[src/rtl/ar_sched_pkg.sv]
// ---------------------------------------------------------------------------
// ar_sched_pkg
// Shared definitions for the araddr FIFO AR scheduler:
//   - ar_state_e     : scheduler state encoding (IDLE / POP / LOAD / ISSUE)
//   - AXI_BURST_INCR : AXI4 INCR burst encoding driven on arburst
//   - calc_arlen     : arlen value for a given burst length in beats
// ---------------------------------------------------------------------------
package ar_sched_pkg;

    typedef enum logic [1:0] {
        ST_IDLE  = 2'd0,
        ST_POP   = 2'd1,
        ST_LOAD  = 2'd2,
        ST_ISSUE = 2'd3
    } ar_state_e;

    localparam logic [1:0] AXI_BURST_INCR = 2'b01;

    // AXI encodes burst length as beats-1; legal lengths are 1..256.
    function automatic logic [7:0] calc_arlen(input int unsigned burst_len);
        return 8'(burst_len - 1);
    endfunction

endpackage

[src/rtl/ar_sched_os_cnt.sv]
// ---------------------------------------------------------------------------
// ar_sched_os_cnt
// Outstanding-burst up/down counter. Saturates at 0 on a stray decrement
// and at all-ones on an increment, so the count can never wrap.
// Ports:
//   clk      in   clock
//   rst      in   synchronous active-high reset
//   inc      in   one burst accepted (AR handshake)
//   dec      in   one burst retired (R last beat)
//   limit    in   count value at or above which at_limit is raised
//   count    out  current number of unretired bursts
//   at_limit out  count >= limit
// ---------------------------------------------------------------------------
module ar_sched_os_cnt #(
    parameter int CNT_WIDTH = 8
) (
    input  logic                 clk,
    input  logic                 rst,
    input  logic                 inc,
    input  logic                 dec,
    input  logic [CNT_WIDTH-1:0] limit,
    output logic [CNT_WIDTH-1:0] count,
    output logic                 at_limit
);

    logic inc_ok;
    logic dec_ok;

    // A retire with nothing outstanding is a protocol error from the far
    // side; ignoring it keeps the count from underflowing.
    assign dec_ok = dec && (count != '0);
    assign inc_ok = inc && (count != '1);

    // NOTE: registered state is always written with non-blocking assignments
    // so every flop samples the pre-edge values of its inputs.
    always_ff @(posedge clk) begin
        if (rst) begin
            count <= '0;
        end else if (inc_ok && !dec_ok) begin
            count <= count + 1'b1;
        end else if (dec_ok && !inc_ok) begin
            count <= count - 1'b1;
        end
    end

    assign at_limit = (count >= limit);

endmodule

[src/rtl/araddr_fifo_ar_sched.sv]
// ---------------------------------------------------------------------------
// araddr_fifo_ar_sched
// Pops read-burst start addresses from the araddr FIFO (read side) and
// issues each one as a single fixed-length AXI4 AR transaction, keeping the
// number of accepted-but-unretired bursts at or below MAX_OUTSTANDING.
// A burst retires on its R-channel last beat.
//
// Optional feature (macro AR_SCHED_PERF_CNT_EN): adds perf_clr input and
// perf_bursts / perf_stall 32-bit counters.
//
// Ports:
//   clk            in   clock (FIFO rd_clk)
//   rst            in   synchronous active-high reset
//   en             in   scheduler enable; gates new pops only
//   fifo_rd_en     out  FIFO read enable, one-cycle pulse per address
//   fifo_rd_data   in   FIFO read data, valid the cycle after fifo_rd_en
//   fifo_rd_empty  in   FIFO empty flag
//   m_ar*          out  AXI4 AR channel (arid/arlen/arsize/arburst constant)
//   m_arready      in   AXI4 AR ready
//   m_rvalid/m_rready/m_rlast in  R channel, observed only
//   busy           out  state != IDLE or bursts outstanding
//   outstanding    out  current count of unretired bursts
//   perf_clr       in   (macro only) clear both perf counters
//   perf_bursts    out  (macro only) AR handshakes, wraps mod 2^32
//   perf_stall     out  (macro only) cycles with arvalid && !arready
// ---------------------------------------------------------------------------
module araddr_fifo_ar_sched
    import ar_sched_pkg::*;
#(
    parameter int ADDR_WIDTH      = 32,
    parameter int ID_WIDTH        = 4,
    parameter int ARID_VAL        = 0,
    parameter int BURST_LEN       = 16,
    parameter int SIZE_LOG2       = 5,
    parameter int MAX_OUTSTANDING = 8
) (
    input  logic                  clk,
    input  logic                  rst,
    input  logic                  en,
    output logic                  fifo_rd_en,
    input  logic [ADDR_WIDTH-1:0] fifo_rd_data,
    input  logic                  fifo_rd_empty,
    output logic [ID_WIDTH-1:0]   m_arid,
    output logic [ADDR_WIDTH-1:0] m_araddr,
    output logic [7:0]            m_arlen,
    output logic [2:0]            m_arsize,
    output logic [1:0]            m_arburst,
    output logic                  m_arvalid,
    input  logic                  m_arready,
    input  logic                  m_rvalid,
    input  logic                  m_rready,
    input  logic                  m_rlast,
    output logic                  busy,
    output logic [7:0]            outstanding
`ifdef AR_SCHED_PERF_CNT_EN
    ,
    input  logic                  perf_clr,
    output logic [31:0]           perf_bursts,
    output logic [31:0]           perf_stall
`endif
);

    localparam logic [1:0] IDLE  = ST_IDLE;
    localparam logic [1:0] POP   = ST_POP;
    localparam logic [1:0] LOAD  = ST_LOAD;
    localparam logic [1:0] ISSUE = ST_ISSUE;

    logic [1:0] state;
    logic       ar_hs;
    logic       retire;
    logic       in_flight;
    logic       at_limit;
    logic       pop_ok;
    logic [7:0] limit_eff;

    assign m_arid    = ID_WIDTH'(ARID_VAL);
    assign m_arlen   = calc_arlen(BURST_LEN);
    assign m_arsize  = 3'(SIZE_LOG2);
    assign m_arburst = AXI_BURST_INCR;

    assign ar_hs  = m_arvalid && m_arready;
    assign retire = m_rvalid && m_rready && m_rlast;

    // An address that has been popped but not yet accepted on AR already
    // claims a slot, so the limit seen by the counter shrinks by one.
    assign in_flight = (state != IDLE);
    assign limit_eff = 8'(MAX_OUTSTANDING) - {7'd0, in_flight};
    assign pop_ok    = en && !fifo_rd_empty && !at_limit;

    ar_sched_os_cnt #(
        .CNT_WIDTH (8)
    ) u_os_cnt (
        .clk      (clk),
        .rst      (rst),
        .inc      (ar_hs),
        .dec      (retire),
        .limit    (limit_eff),
        .count    (outstanding),
        .at_limit (at_limit)
    );

    // Once popped, an address always runs through to its AR handshake;
    // en only gates the next pop from IDLE.
    always_ff @(posedge clk) begin
        if (rst) begin
            state      <= IDLE;
            fifo_rd_en <= 1'b0;
            m_arvalid  <= 1'b0;
            m_araddr   <= '0;
        end else begin
            case (state)
                IDLE: begin
                    if (pop_ok) begin
                        fifo_rd_en <= 1'b1;
                        state      <= POP;
                    end
                end
                POP: begin
                    fifo_rd_en <= 1'b0;
                    state      <= LOAD;
                end
                LOAD: begin
                    m_araddr  <= fifo_rd_data;
                    m_arvalid <= 1'b1;
                    state     <= ISSUE;
                end
                ISSUE: begin
                    if (m_arready) begin
                        m_arvalid <= 1'b0;
                        state     <= IDLE;
                    end
                end
                default: begin
                    state <= IDLE;
                end
            endcase
        end
    end

    assign busy = (state != IDLE) || (outstanding != 8'd0);

`ifdef AR_SCHED_PERF_CNT_EN
    // Clear wins over a same-cycle increment; both counters wrap freely.
    always_ff @(posedge clk) begin
        if (rst || perf_clr) begin
            perf_bursts <= '0;
            perf_stall  <= '0;
        end else begin
            if (ar_hs) begin
                perf_bursts <= perf_bursts + 32'd1;
            end
            if (m_arvalid && !m_arready) begin
                perf_stall <= perf_stall + 32'd1;
            end
        end
    end
`endif

endmodule
[config.mk]
export PLATFORM = sky130hd
export DESIGN_NAME = araddr_fifo_ar_sched
export DESIGN_NICKNAME = d
export VERILOG_FILES = /design/src/rtl/ar_sched_pkg.sv /design/src/rtl/ar_sched_os_cnt.sv /design/src/rtl/araddr_fifo_ar_sched.sv
export SDC_FILE = /design/constraint.sdc
export NUM_CORES = 1
export LEC_CHECK = 0
export ABC_AREA = 1
export BUFFER_PORTS_ARGS = -buffer_cell sky130_fd_sc_hd__clkbuf_2
export CAP_MARGIN = 20
export CORE_ASPECT_RATIO = 0.75
export CORE_MARGIN = 5
export CORE_UTILIZATION = 40
export CTS_BUF_LIST = sky130_fd_sc_hd__clkbuf_16
export CTS_CLUSTER_SIZE = 30
export DETAILED_ROUTE_END_ITERATION = 8
export PLACE_DENSITY = 0.76
export SYNTH_ARGS = -nofsm -noshare
export SYNTH_HDL_FRONTEND = slang
export SYNTH_SLANG_ARGS = --single-unit
[constraint.sdc]
create_clock -name clk -period 2.79 [get_ports clk]
set_input_delay 0.279 -clock clk [delete_from_list [all_inputs] [get_ports clk]]
set_output_delay 0.279 -clock clk [all_outputs]
set_load 0.03 [all_outputs]
### After elaboration in Yosys (flattened, before gate mapping)

Index checks and enable logic that the tools add are counted.

| word-level totals | value |
|---|---|
| flip-flop bits (word level) | 44 |
| output and inout bits | 60 |
| word-level logic and storage cells | 47 |
| memories | 0 |
| bits in latches | 0 |
| bits in read-only memories | 0 |
| RAM bits | 0 |

| operators by class | value |
|---|---|
| muxes and demuxes | 9 |
| $add $sub $neg | 3 |
| shift-type cells | 0 |
| equal/unequal tests | 6 |
| bitwise gates (word level) | 0 |
| multiply operators | 0 |
| reductions and logical operators | 23 |
| magnitude comparators | 1 |
| divide/modulo/power cells | 0 |

Operators by type and width:

| operator | count |
|---|---|
| 8-bit two-way mux | 2 |
| 1-bit logical AND | 9 |
| 8-bit by 1-bit adder with 8-bit output (second input constant) | 1 |
| 8-bit >= comparator | 1 |
| 8-bit inequality test (second input constant) | 1 |
| 2-bit one-hot mux with 4 select lines | 1 |
| 2-bit nonzero test | 4 |
| 8-bit nonzero test | 1 |
| 8-bit by 1-bit subtractor with 8-bit output (second input constant) | 1 |
| 2-bit AND reduction | 3 |
| 4-bit by 1-bit subtractor with 5-bit output (first input constant) | 1 |
| 2-bit equality test (second input constant) | 2 |
| 1-bit zero test | 4 |
| 2-bit two-way mux | 2 |
| 2-bit inequality test (second input constant) | 2 |
| 1-bit one-hot mux with 2 select lines | 2 |
| 2-bit by 1-bit equality test with 1-bit output (second input constant) | 1 |
| 2-bit zero test | 1 |
| 1-bit two-way mux | 2 |
| 1-bit logical OR | 1 |

### Longest topological paths before layout

| logic depth | value |
|---|---|
| depth after elaboration | 7 |
| gate-level depth with buffers | 16 |

### Modules after synthesis

A second synthesis with hierarchy kept.

| unflattened totals | value |
|---|---|
| cell total of the unflattened synthesis | 338 |
| area total of the unflattened synthesis | 2448.6 µm² |

Modules (own cells, without submodules):

| module | cells each | area an instance (µm²) | instances | sequential area each (µm²) |
|---|---|---|---|---|
| araddr_fifo_ar_sched | 200 | 1536.5 | 1 | 720.7 |
| ar_sched_os_cnt | 138 | 912.1 | 1 | 160.2 |

### Worst setup path before layout

No wires, ideal clock.

| path | value |
|---|---|
| path kind | register -> register |
| from | reg u_os_cnt.count[1] |
| to | reg u_os_cnt.count[5] |
| setup slack | 305 ps |
| period minus slack after synthesis | 2485 ps |
| stages on the path, launching flop included | 13 |
| arrival time | 2372 ps |
| path buffers | 0 |
| cell sequence | dfxtp_1 -> inv_1 -> nor4_1 -> a21oi_1 -> ha_1 -> inv_1 -> ha_1 -> a21oi_2 -> nand2_2 -> a21oi_2 -> xnor2_1 -> o21ai_1 -> inv_1 |

| between the ends | value |
|---|---|
| cells in the longest elaborated chain, start to end | 5 |
| elaborated cells between the ends (all ways) | 13 |
| those cells by class | add/sub (2); eq/ne (1); mux (2); reduce/logical (8) |

RTL lines:

| item | line | RTL |
|---|---|---|
| start: declaration | ar_sched_os_cnt.sv:22 | `output logic [CNT_WIDTH-1:0] count,` |
| start signal: assignment | ar_sched_os_cnt.sv:40 | `count <= count + 1'b1;` |
| start signal: assignment | ar_sched_os_cnt.sv:42 | `count <= count - 1'b1;` |
| branches (longest 5 deep; another with 8-bit by 1-bit subtractor with 8-bit output) | - |  |

Parallel ways; which one is timed is not known. The select of a mux whose other input is x is not followed.
A chain may end at the register's enable or synchronous reset.

### Worst setup path in the final report

Ends and elaborated chain as after synthesis.

==> flow_metrics.tcl <==
set metrics [dict create \
    reg2regPathDepth 12 \
    power.switching_mw 1.65 \
    worstSetupEndpointType "flop" \
    io_buffers 82 \
    crit_path_max_incr_delay_ns 0.44 \
    wl_per_cell_um 11.9 \
    p_comb_frac 0.535 \
    critPathRequiredTime_ns 2.96 \
    design_area_mm2 0.00281 \
    totalWireLength_um 5420 \
    arrival_ns 2.66 \
    reg2reg_to "u_os_cnt.count[5]" \
    grt_max_degree 33 \
    cts_buffers 5 \
    tns_ns 0 \
    cts_hold_buf 0 \
    ant_nets 0 \
    syn_area_per_cell_um2 7.47 \
    grt_use_total 0.152 \
    whs_endpoint "m_araddr[12]" \
    critPathKind "reg -> reg" \
    postCtsSetupBuffers 0 \
    r2r_start "u_os_cnt.count[1]" \
    cp_max_fo 7 \
    htreeDepth 2 \
    die_h_um 74.8 \
    ys_ff_latch 44 \
    max_freq_mhz 401 \
    slew_headroom 0.515 \
    instances_no_fill 454 \
    clk_pin_slew_ns 0.06 \
    finalHoldViolations 0 \
    fp.dieW_um 96.4 \
    antenna_found_initial 0 \
    power_mw 3.52 \
    drt_iter0_markers 89 \
    yosysSeqAreaShare 0.393 \
    yosysUniqueCellTypes 32 \
    hpwl_um 4140 \
    vias 2090 \
    grt_pass1_vias 1921 \
    p_leak_nw 1.50 \
    via_per_inst 4.60 \
    worstHoldStart "fifo_rd_data[12]" \
    ir_worst_vdd_mv 0.487 \
    internal_power_mw 1.87 \
    rsz0062_at_grt "false" \
    timing.critical_path.cells "inv_1 -> nor4_1 -> a21oi_1 -> ha_1 -> inv_2 -> ha_1 -> a21oi_2 -> nand2_2 -> a21oi_2 -> xnor2_1 -> o21ai_1 -> inv_1" \
    dp.cells 448 \
    initial_core_util 0.416 \
    powerDensity_mw_per_mm2 1250 \
    place_area_mm2 0.00266 \
    netlist_area_mm2 0.00224 \
    cts_resized 0 \
    syn_inst 300 \
    r2r_setup_slack_ns 0.30 \
    fp-row-count 23 \
    hold_class "in -> reg" \
    clock_latency_ns 0.27 \
    layout.nets 435 \
    grt_overflow 0 \
    whs_path_depth 3 \
    clockBufferDepth 2 \
    fin_crit_sh 0.893 \
    dieArea_mm2 0.00721 \
    maxCapViolations 0 \
    fin_crit_ns 2.49 \
    crit_slowest_cell "dfxtp_1" \
    tritoncts "yes" \
    pwr-share-seq 0.286 \
    area_growth_pct 25.5 \
    drc 0 \
    grt_pass1_wl_um 8680 \
    maxSlewViolCount 0 \
    dr.pass1.iters 4 \
    critPathLaunchType "flop" \
    yosysWarnings 0 \
    num_antenna_cells 0 \
    clock_sinks 44 \
    clock_skew_ns 0.00429 \
    gp_congestion 0.841 \
    io_pins 100 \
    clock_power_share 0.179 \
    worst_slew_pin_slew_ns 0.723 \
    swShare 0.469 \
    coreArea_mm2 0.00538 \
    cts-root-buf "clkbuf_16" \
    drive_gt1_frac 0.282 \
    setup_viol 0 \
    status "finished, final reports clean" \
]
[worst max path at each step]
| stage | startpoint | endpoint | slack, ns | cells after the start |
|---|---|---|---|---|
| detailed placement | u_os_cnt.count[1] | u_os_cnt.count[5] | 0.19 | 12 |
| finish | u_os_cnt.count[1] | u_os_cnt.count[5] | 0.30 | 12 |
| floorplan | u_os_cnt.count[1] | u_os_cnt.count[5] | 0.31 | 12 |
| CTS | u_os_cnt.count[1] | u_os_cnt.count[5] | 0.18 | 12 |
| global placement | u_os_cnt.count[0] | u_os_cnt.count[5] | 0.28 | 12 |
| global route | u_os_cnt.count[1] | u_os_cnt.count[7] | 0.07 | 13 |
[cell usage in the layout (no fill, tap or decap), drive strengths merged]
cell	instances
a21oi	16
nor4	2
clkbuf	87
buf	4
nor2	67
nand2	29
a31o	2
conb	17
a21o	1
a21boi	2
nand3	9
o21bai	1
o21ai	40
fa	1
nand4	5
dfxtp	44
nor3	2
xnor2	2
clkinv	1
xor2	3
bufinv	1
ha	14
inv	29
[cell usage after synthesis, drive strengths merged]
cell | count | area [µm²]
dfxtp | 44 | 881
o21ai | 40 | 200
xnor2 | 2 | 17.5
inv | 29 | 109
o21bai | 1 | 7.51
nor3 | 2 | 15.0
a21boi | 2 | 15.0
nor2 | 67 | 251
clkbuf | 7 | 27.5
buf | 21 | 148
ha | 14 | 175
a21o | 1 | 7.51
conb | 2 | 7.51
a21oi | 16 | 91.3
nand4 | 5 | 31.3
a31o | 2 | 17.5
nand3 | 9 | 60.1
xor2 | 3 | 26.3
nor4 | 2 | 12.5
clkinv | 1 | 3.75
fa | 1 | 20.0
nand2 | 29 | 116
[stage by stage]
step | setup slack [ns] | util | hold slack (ns)
after detailed placement | 0.191 | 0.494 | 0.481
after CTS | 0.179 | 0.522 | 0.221
after global routing | 0.0660 | 0.522 | 0.227
after floorplan | 0.305 | - | 0.341
final | 0.298 | 0.522 | 0.226
after global placement | 0.283 | 0.494 | 0.467
[final cells by class]
cell class | count | area (µm²)
sequential | 44 | 881
fill | 503 | 2570
tap | 75 | 93.8
multi-input combinational | 213 | 1130
clock inverter | 1 | 30.0
inverter | 30 | 113
clock buffer | 5 | 125
timing repair buffer | 86 | 440
[worst max-delay path: cells and delay by family, from the launching register on]
family	cells	cell delay (ns)
XOR/XNOR	1	0.07
AO/OA/AOI/OAI	4	0.55
buffers and inverters	3	0.35
flip-flops	1	0.44
AND/OR/NAND/NOR	2	0.40
adder cells (fa/ha/maj)	2	0.58
[power groups by stage]
stage / Combinational [mW] / Clock (mW) / Sequential (mW)
global placement: 1.86 / 0 / 1.01
CTS: 1.89 / 0.653 / 1.01
global route: 2.08 / 0.680 / 1.04
floorplan: 0.989 / 0 / 1.44
finish: 1.88 / 0.631 / 1.01
detailed placement: 1.89 / 0 / 1.02
[cells by family after synthesis]
| group | Yosys count | synth area share |
|---|---|---|
| buf+inv | 58 | 0.128 |
| compound gates | 62 | 0.151 |
| fa+ha+maj | 15 | 0.0871 |
| flops | 44 | 0.393 |
| other cells | 2 | 0.00335 |
| simple gates | 114 | 0.217 |
| xor+xnor | 5 | 0.0195 |
[state kept, by name, summed over array words and instances (netlist names)]
register        flops
u_os_cnt.count      8
fifo_rd_en          1
m_araddr           32
m_arvalid           1
state               2
[routing by layer]
metal	share of wire	track usage	vias up	wire (µm)
li1	-	-	1091	-
met1	0.46	0.203	923	2470
met2	0.45	0.252	74	2430
met3	0.092	0.0450	2	498
met4	0.0024	0.0233	0	13
met5	0	0	-	0
Power figures use the tool's default switching activity.
